File: src/rtl/seg7_pkg.sv
// -----------------------------------------------------------------------------
// seg7_pkg
// Shared definitions for the multiplexed seven-segment scanner:
//   NDIG / SEG_W   display geometry (4 digits, 7 segments each)
//   SEG_OFF/AN_OFF all-dark values for the active-low segment and anode buses
//   scan_state_e   IDLE / RUN state of the slot timer
//   digit_word     pick digit i's segment word out of the packed 28-bit bus
//   anode_drive    one-cold anode pattern for a digit (or all off)
// -----------------------------------------------------------------------------
package seg7_pkg;

  localparam int NDIG  = 4;
  localparam int SEG_W = 7;
  localparam int IDX_W = 2;

  localparam logic [SEG_W-1:0] SEG_OFF = 7'h7F;
  localparam logic [NDIG-1:0]  AN_OFF  = 4'hF;

  typedef enum logic {
    ST_IDLE = 1'b0,
    ST_RUN  = 1'b1
  } scan_state_e;

  // Digit i lives on word[7i+6:7i].
  function automatic logic [SEG_W-1:0] digit_word(
    input logic [NDIG*SEG_W-1:0] word,
    input logic [IDX_W-1:0]      idx
  );
    return word[int'(idx)*SEG_W +: SEG_W];
  endfunction

  // Active-low anodes: at most one bit low, and only when the digit is on.
  function automatic logic [NDIG-1:0] anode_drive(
    input logic             on,
    input logic [IDX_W-1:0] idx
  );
    logic [NDIG-1:0] a;
    a = AN_OFF;
    if (on) a[idx] = 1'b0;
    return a;
  endfunction

endpackage

File: src/rtl/seg7_slot_timer.sv
// -----------------------------------------------------------------------------
// seg7_slot_timer
// IDLE/RUN state plus the slot counter (cnt, 0..TICK_DIV-1) and digit index
// (idx, 0..3). Each slot opens with GAP_CYC dead cycles before the digit may
// light, so the anode of the previous digit is never on alongside the next.
//
// Ports:
//   clk, rst_n   clock, asynchronous active-low reset
//   en_i         1 = scan, 0 = return to IDLE on the next edge
//   idx_o        registered digit index
//   lit_o        registered "slot past its dead time" (RUN && cnt >= GAP_CYC)
//   snap_o       next edge starts a frame: capture inputs, pulse frame
//   idx_d_o      next-state digit index
//   lit_d_o      next-state lit flag
// -----------------------------------------------------------------------------
module seg7_slot_timer
  import seg7_pkg::*;
#(
  parameter int TICK_DIV = 100000,
  parameter int GAP_CYC  = 1000
) (
  input  logic             clk,
  input  logic             rst_n,
  input  logic             en_i,
  output logic [IDX_W-1:0] idx_o,
  output logic             lit_o,
  output logic             snap_o,
  output logic [IDX_W-1:0] idx_d_o,
  output logic             lit_d_o
);

  localparam int               CNT_W     = $clog2(TICK_DIV);
  localparam logic [CNT_W-1:0] CNT_LAST  = CNT_W'(TICK_DIV - 1);
  localparam logic [CNT_W-1:0] GAP_START = CNT_W'(GAP_CYC);
  localparam logic [IDX_W-1:0] IDX_LAST  = IDX_W'(NDIG - 1);

  scan_state_e      state_q, state_d;
  logic [CNT_W-1:0] cnt_q, cnt_d;
  logic [IDX_W-1:0] idx_q, idx_d;

  // State register.
  // NOTE: clocked state uses non-blocking assignments so every flop samples
  // the pre-edge value of its neighbours; blocking here would make the result
  // depend on statement order.
  always_ff @(posedge clk or negedge rst_n) begin
    if (!rst_n) begin
      state_q <= ST_IDLE;
      cnt_q   <= '0;
      idx_q   <= '0;
    end else begin
      state_q <= state_d;
      cnt_q   <= cnt_d;
      idx_q   <= idx_d;
    end
  end

  // Next-state logic. Counters default to 0, which is also their IDLE value
  // and their value at every frame start.
  // NOTE: every variable gets a default before the case so no path leaves it
  // unassigned; an unassigned path in always_comb infers a latch.
  always_comb begin
    state_d = state_q;
    cnt_d   = '0;
    idx_d   = '0;
    snap_o  = 1'b0;
    unique case (state_q)
      ST_IDLE: begin
        if (en_i) begin
          state_d = ST_RUN;
          snap_o  = 1'b1;
        end
      end
      ST_RUN: begin
        if (!en_i) begin
          state_d = ST_IDLE;
        end else if (cnt_q == CNT_LAST) begin
          // idx wraps 3 -> 0 by width; that wrap is the frame boundary.
          idx_d  = idx_q + IDX_W'(1);
          snap_o = (idx_q == IDX_LAST);
        end else begin
          cnt_d = cnt_q + CNT_W'(1);
          idx_d = idx_q;
        end
      end
      default: state_d = ST_IDLE;
    endcase
  end

  // Outputs, in both registered and next-state form. The scanner registers
  // its pins from the next-state versions so they line up with cnt/idx.
  always_comb begin
    idx_o   = idx_q;
    idx_d_o = idx_d;
    lit_o   = (state_q == ST_RUN) && (cnt_q >= GAP_START);
    lit_d_o = (state_d == ST_RUN) && (cnt_d >= GAP_START);
  end

endmodule

File: src/rtl/seg7_scan.sv
// -----------------------------------------------------------------------------
// seg7_scan
// Time-multiplexed driver for a 4-digit common-anode display. Snapshots the
// decoder's segment words and blank mask once per frame and scans digits
// 0..3, each slot starting with a dead time with all anodes off.
//
// Ports:
//   clk, rst_n  clock, asynchronous active-low reset
//   en          1 = scan, 0 = display off and idle
//   seg_in      28-bit active-low segment words, digit i on [7i+6:7i]
//   blank_in    1 = keep digit i dark
//   an          active-low anodes, at most one low
//   seg         shared active-low segment bus
//   frame       one-cycle pulse on the cycle a new snapshot is shown
// -----------------------------------------------------------------------------
module seg7_scan
  import seg7_pkg::*;
#(
  parameter int TICK_DIV = 100000,
  parameter int GAP_CYC  = 1000
) (
  input  logic                  clk,
  input  logic                  rst_n,
  input  logic                  en,
  input  logic [NDIG*SEG_W-1:0] seg_in,
  input  logic [NDIG-1:0]       blank_in,
  output logic [NDIG-1:0]       an,
  output logic [SEG_W-1:0]      seg,
  output logic                  frame
);

  logic [IDX_W-1:0] idx_q, idx_d;
  logic             lit_q, lit_d;
  logic             snap;

  seg7_slot_timer #(
    .TICK_DIV (TICK_DIV),
    .GAP_CYC  (GAP_CYC)
  ) u_timer (
    .clk     (clk),
    .rst_n   (rst_n),
    .en_i    (en),
    .idx_o   (idx_q),
    .lit_o   (lit_q),
    .snap_o  (snap),
    .idx_d_o (idx_d),
    .lit_d_o (lit_d)
  );

  logic [NDIG*SEG_W-1:0] snap_seg_q, snap_seg_d;
  logic [NDIG-1:0]       snap_blank_q, snap_blank_d;
  logic [NDIG-1:0]       an_q, an_d;
  logic [SEG_W-1:0]      seg_q, seg_d;
  logic                  frame_q, frame_d;
  logic                  digit_on_d;

  // Decode from the next-state snapshot, so the first slot of a frame already
  // shows the freshly captured word (matters when GAP_CYC is 0).
  always_comb begin
    snap_seg_d   = snap ? seg_in   : snap_seg_q;
    snap_blank_d = snap ? blank_in : snap_blank_q;
    digit_on_d   = lit_d && !snap_blank_d[idx_d];
    an_d         = anode_drive(digit_on_d, idx_d);
    seg_d        = digit_on_d ? digit_word(snap_seg_d, idx_d) : SEG_OFF;
    frame_d      = snap;
  end

  // NOTE: the snapshot is a plain register bank, not a RAM, so it is reset to
  // all-dark; that keeps it defined even though it is only shown once a frame
  // has captured real data.
  always_ff @(posedge clk or negedge rst_n) begin
    if (!rst_n) begin
      snap_seg_q   <= '1;
      snap_blank_q <= AN_OFF;
      an_q         <= AN_OFF;
      seg_q        <= SEG_OFF;
      frame_q      <= 1'b0;
    end else begin
      snap_seg_q   <= snap_seg_d;
      snap_blank_q <= snap_blank_d;
      an_q         <= an_d;
      seg_q        <= seg_d;
      frame_q      <= frame_d;
    end
  end

  assign an    = an_q;
  assign seg   = seg_q;
  assign frame = frame_q;

  // The output flops must always equal a decode of the registered state.
  logic             digit_on_q;
  logic [NDIG-1:0]  chk_an;
  logic [SEG_W-1:0] chk_seg;

  always_comb begin
    digit_on_q = lit_q && !snap_blank_q[idx_q];
    chk_an     = anode_drive(digit_on_q, idx_q);
    chk_seg    = digit_on_q ? digit_word(snap_seg_q, idx_q) : SEG_OFF;
  end

  out_matches_state: assert property (
    @(posedge clk) disable iff (!rst_n) (an_q == chk_an) && (seg_q == chk_seg)
  );

endmodule
File: config.mk
export PLATFORM = sky130hd
export DESIGN_NAME = seg7_scan
export DESIGN_NICKNAME = d
export VERILOG_FILES = /design/src/rtl/seg7_pkg.sv /design/src/rtl/seg7_slot_timer.sv /design/src/rtl/seg7_scan.sv
export SDC_FILE = /design/constraint.sdc
export NUM_CORES = 1
export LEC_CHECK = 0
export BUFFER_PORTS_ARGS = -buffer_cell sky130_fd_sc_hd__buf_2
export CAP_MARGIN = 20
export CELL_PAD_IN_SITES_DETAIL_PLACEMENT = 0
export CELL_PAD_IN_SITES_GLOBAL_PLACEMENT = 2
export CORE_MARGIN = 2
export CORE_UTILIZATION = 34
export DETAILED_ROUTE_END_ITERATION = 8
export PLACE_DENSITY = 0.85
export SYNTH_ARGS = -nofsm -noshare
export SYNTH_HDL_FRONTEND = slang
export SYNTH_SLANG_ARGS = --single-unit
File: constraint.sdc
create_clock -name clk -period 2.3 [get_ports clk]
set_input_delay 0 -clock clk [delete_from_list [all_inputs] [get_ports clk]]
set_output_delay 0 -clock clk [all_outputs]
set_load 0.005 [all_outputs]
==> results.txt <==
outcome: complete, no violations
FF+latch area: 0.00166 mm²
starting density of the core: 0.351
detailed-route wire length: 9.75 mm
number of buffers created by CTS: 9
xor and xnor area share after synthesis: 0.0409
critical path cell sequence: nor4_4, buf_4, and4_4, mux2_4, nand2b_4, o221a_1, buf_12, nand4_1
floorplan die area: 0.0115 mm²
initial antenna violation count: 0
share of total power consumed by net switching: 0.246
routed vias: 3066
highest clock frequency the design can meet: 0.446 GHz
Min Clock Period, post-route: 2240 ps
fill cell count: 949
Net Sw Power: 0.633 mW
clk buf depth: 2
power density over cell area: 520 mW/mm²
number of vias per cell: 5.16
net count after synthesis: 377
violation count after the first detailed-routing iteration: 171
required time of the critical path: 2580 ps
final cell area excluding filler cells: 0.00495 mm²
Slew headroom: 0.551
static leakage power: 2.07 nW
length of the first detailed-routing pass in iterations: 4
count of pins over their slew limit: 0
post-synthesis adder-cell area fraction: 0.00688
# DRC: 0
asr flop ratio synth: 1.00
Yosys Warn Count: 0
FP Rows: 37
clock tree from TritonCTS: yes
total overflow reported by the global router: 0
Yosys reg bits: 64
setup violation total in the final timing report: 0
worst setup skew after layout: 9.89 ps
slack of the worst reg-to-reg path: 60 ps
fraction of synthesized area in multiplexers: 0.122
end point of the critical path: seg[0]
synth-to-layout area growth: 35.9%
post-synth cell types: 63
share of synthesized area occupied by flip-flops and latches: 0.455
Ports: 47
internal power: 1.94 mW
part of the total power dissipated in combinational logic: 0.124
post-route core utilization: 0.477
first-pass GRT wire length: 15.7 mm
antenna fix cells: 0
Worst R2R Path Depth: 8
antenna viol nets, final: 0
Cells after Synth: 340
Arrival @ worst endpoint: 2530 ps
placeable core region: 0.0104 mm²
EDFF count, synth: 0
count of buffers inserted at the top-level ports: 46
maximum number of pins on one net before global-route repair: 37
relative contribution of sequential cells to total power: 0.510
FF-to-FF Start: u_timer.cnt_q[14]
setup TNS after final layout: 0 ps
Die Span X: 107 µm
CTS clock-pin slew for the worst setup and hold paths: 70 ps
Hold Violations, Final: 0
class of the most critical setup path: flop to flop
Period Utilization, post-route: 0.976
critical path capture point type: flop
TritonCTS Sinks: 64
post-synth design cell area: 0.00364 mm²
Tightest Pin Transition: 673 ps
largest stage delay on the critical path: 410 ps
worst skew pair latency: 350 ps
average size of a mapped cell: 10.7 µm²
weighted congestion reported at the end of routability-driven placement: 0.823
relative contribution of the clock network to total power: 0.366
Max Cap Viol: 0
worst min path class: primary input to flop
start point of the critical path: u_timer.cnt_q[14]
Simple-Gate Fraction of Synth Area: 0.207
number of nets in the layout: 490
number of levels the H-tree was split into: 3
largest family of logic cells by synthesized area: simple AND/OR/NAND/NOR gates
Post-synth top flop: sky130_fd_sc_hd__dfstp_2
DP Wirelength: 6.80 mm
share of post-route cells with drive strength above 1: 0.463
Total Routing Usage GR: 0.174
footprint of the multi-input gates: 0.00193 mm²
die extent in y: 107 µm
via count of the first global-routing pass: 3037
Crit Path Max Fanout: 10
highest-delay cell along the critical path: sky130_fd_sc_hd__dfrtp_1
average routed wire per standard cell: 16.4 µm
area fraction in compound gates after synthesis: 0.116
startpoint type of the worst setup path: flop
root cell of the clock tree: sky130_fd_sc_hd__clkbuf_8
worst supply voltage drop on vdd: 0.348 mV
critical register-to-register path endpoint: seg[0]
Post-DP Area: 0.00429 mm²
-- layout make-up --
| cell class | count | share of cell area |
|---|---|---|
| Clock buffer | 10 | 0.0258 |
| Timing Repair Buffer | 129 | 0.196 |
| Clock inverter | 6 | 0.0124 |
| Tap cell | 136 | 0.0344 |
| Inverter | 8 | 0.00607 |
| Sequential cell | 64 | 0.335 |
| Multi-Input combinational cell | 241 | 0.391 |
-- Yosys cell counts (3+ instances only) --
cell type / number / share of area
sky130_fd_sc_hd__a211oi_1: 6 / 0.012
sky130_fd_sc_hd__a21boi_0: 4 / 0.0083
sky130_fd_sc_hd__a21o_1: 3 / 0.0062
sky130_fd_sc_hd__a31oi_1: 4 / 0.0069
sky130_fd_sc_hd__and2_1: 5 / 0.0086
sky130_fd_sc_hd__and3_1: 7 / 0.012
sky130_fd_sc_hd__buf_2: 11 / 0.015
sky130_fd_sc_hd__buf_6: 5 / 0.015
sky130_fd_sc_hd__clkbuf_1: 10 / 0.010
sky130_fd_sc_hd__dfrtp_1: 21 / 0.14
sky130_fd_sc_hd__dfstp_2: 43 / 0.31
sky130_fd_sc_hd__inv_1: 8 / 0.0083
sky130_fd_sc_hd__mux2_1: 4 / 0.012
sky130_fd_sc_hd__mux2_2: 23 / 0.071
sky130_fd_sc_hd__mux2i_1: 11 / 0.030
sky130_fd_sc_hd__nand2_1: 14 / 0.014
sky130_fd_sc_hd__nand3_1: 19 / 0.026
sky130_fd_sc_hd__nand3b_1: 3 / 0.0062
sky130_fd_sc_hd__nand4_1: 16 / 0.028
sky130_fd_sc_hd__nand4b_1: 4 / 0.0096
sky130_fd_sc_hd__nor2_1: 24 / 0.025
sky130_fd_sc_hd__nor2b_1: 3 / 0.0052
sky130_fd_sc_hd__nor3_1: 4 / 0.0055
sky130_fd_sc_hd__nor4_1: 3 / 0.0052
sky130_fd_sc_hd__nor4bb_1: 3 / 0.0083
sky130_fd_sc_hd__o2111ai_1: 3 / 0.0072
sky130_fd_sc_hd__o21ai_0: 11 / 0.015
sky130_fd_sc_hd__o22a_1: 3 / 0.0072
sky130_fd_sc_hd__o311ai_0: 6 / 0.014
sky130_fd_sc_hd__or2_2: 4 / 0.0069
sky130_fd_sc_hd__xnor2_1: 9 / 0.022
sky130_fd_sc_hd__xor2_1: 8 / 0.019
-- power groups by stage --
stage	Sequential (mW)	Clock (mW)	Combinational, mW
after floorplan	1.31	0	0.164
after global placement	1.33	0	0.267
after detailed placement	1.33	0	0.275
after CTS	1.31	0.979	0.318
after global routing	1.32	1.02	0.350
final	1.31	0.943	0.318
-- stage by stage --
step           total power [mW]  cells  setup slack [ps]  hold WS [ps]
2_1_floorplan              1.48    340             -59.7          -296
3_5_place_dp               1.60    541             -87.6          68.7
6_report                   2.57    594              55.5          14.2
5_1_grt                    2.69    594             -8.19          32.6
4_1_cts                    2.61    588              4.43         0.343
3_3_place_gp               1.59    541              18.1          67.4
-- flip-flops by register name, indices dropped and copies added, names as in the netlist --
| signal | cells |
|---|---|
| an | 4 |
| frame | 1 |
| seg | 7 |
| snap_blank_q | 4 |
| snap_seg_q | 28 |
| u_timer.cnt_q | 17 |
| u_timer.idx_o | 2 |
| u_timer.state_q | 1 |
-- cells in the final DEF (no fill, tap or decap), types with 4 or more instances in the layout --
cell / n
sky130_fd_sc_hd__nor3_1: 4
sky130_fd_sc_hd__a21boi_0: 4
sky130_fd_sc_hd__a31oi_1: 4
sky130_fd_sc_hd__dfstp_2: 43
sky130_fd_sc_hd__mux2i_1: 11
sky130_fd_sc_hd__nand2_1: 14
sky130_fd_sc_hd__and3_1: 7
sky130_fd_sc_hd__nand4_1: 16
sky130_fd_sc_hd__xnor2_1: 9
sky130_fd_sc_hd__o311ai_0: 4
sky130_fd_sc_hd__o2111ai_2: 4
sky130_fd_sc_hd__nand4b_1: 4
sky130_fd_sc_hd__dlygate4sd3_1: 31
sky130_fd_sc_hd__inv_1: 8
sky130_fd_sc_hd__o21ai_0: 10
sky130_fd_sc_hd__clkbuf_8: 9
sky130_fd_sc_hd__buf_4: 49
sky130_fd_sc_hd__dfrtp_1: 20
sky130_fd_sc_hd__nand3_1: 19
sky130_fd_sc_hd__nor2_1: 24
sky130_fd_sc_hd__and2_1: 5
sky130_fd_sc_hd__mux2_1: 4
sky130_fd_sc_hd__buf_2: 46
sky130_fd_sc_hd__or2_2: 4
sky130_fd_sc_hd__a211oi_1: 4
sky130_fd_sc_hd__mux2_2: 23
sky130_fd_sc_hd__xor2_1: 8
-- worst min-delay path by stage --
stage / startpoint / endpoint / slack [ps] / depth (start not counted)
final: seg_in[1] / snap_seg_q[1] / 10 / 3
after global routing: seg_in[17] / snap_seg_q[17] / 30 / 3
after CTS: seg_in[1] / snap_seg_q[1] / 0.3 / 3
after detailed placement: rst_n / u_timer.cnt_q[8] / 70 / 1
after global placement: rst_n / u_timer.cnt_q[10] / 70 / 1
after floorplan: rst_n / frame / -300 / 0
-- routing by layer --
| layer | up-vias | GRT usage | part of all wire |
|---|---|---|---|
| met5 | - | 0 | 0 |
| met4 | 0 | 0.0577 | 0.019 |
| met3 | 15 | 0.0375 | 0.034 |
| met2 | 65 | 0.262 | 0.45 |
| met1 | 1499 | 0.249 | 0.49 |
| li1 | 1487 | - | - |
-- cell families (layout without fill, tap and decap cells) --
group,after synthesis,count (layout)
AND/OR/NAND/NOR,125,126
flip-flops,64,64
AO/OA/AOI/OAI,56,56
multiplexers,40,40
buffers and inverters,36,153
XOR/XNOR,17,17
adder cells (fa/ha/maj),2,2
-- worst max-delay path, delay by kind of cell, from the launching register on --
kind	cells	cell delay (ps)
AO/OA/AOI/OAI	1	290
buffers and inverters	2	340
multiplexers	1	350
flip-flops	1	410
AND/OR/NAND/NOR	4	790
-- what timing repair did --
item                                    CTS  global route
resized for setup                         3            21
gates cloned                              0             1
hold endpoints to repair                 44             0
hold buffers                             31             0
buffers inserted                          0             5
endpoints found under the setup margin    3            14
pin swaps                                 0             9
Note: power is estimated with default switching activity, not from simulation.
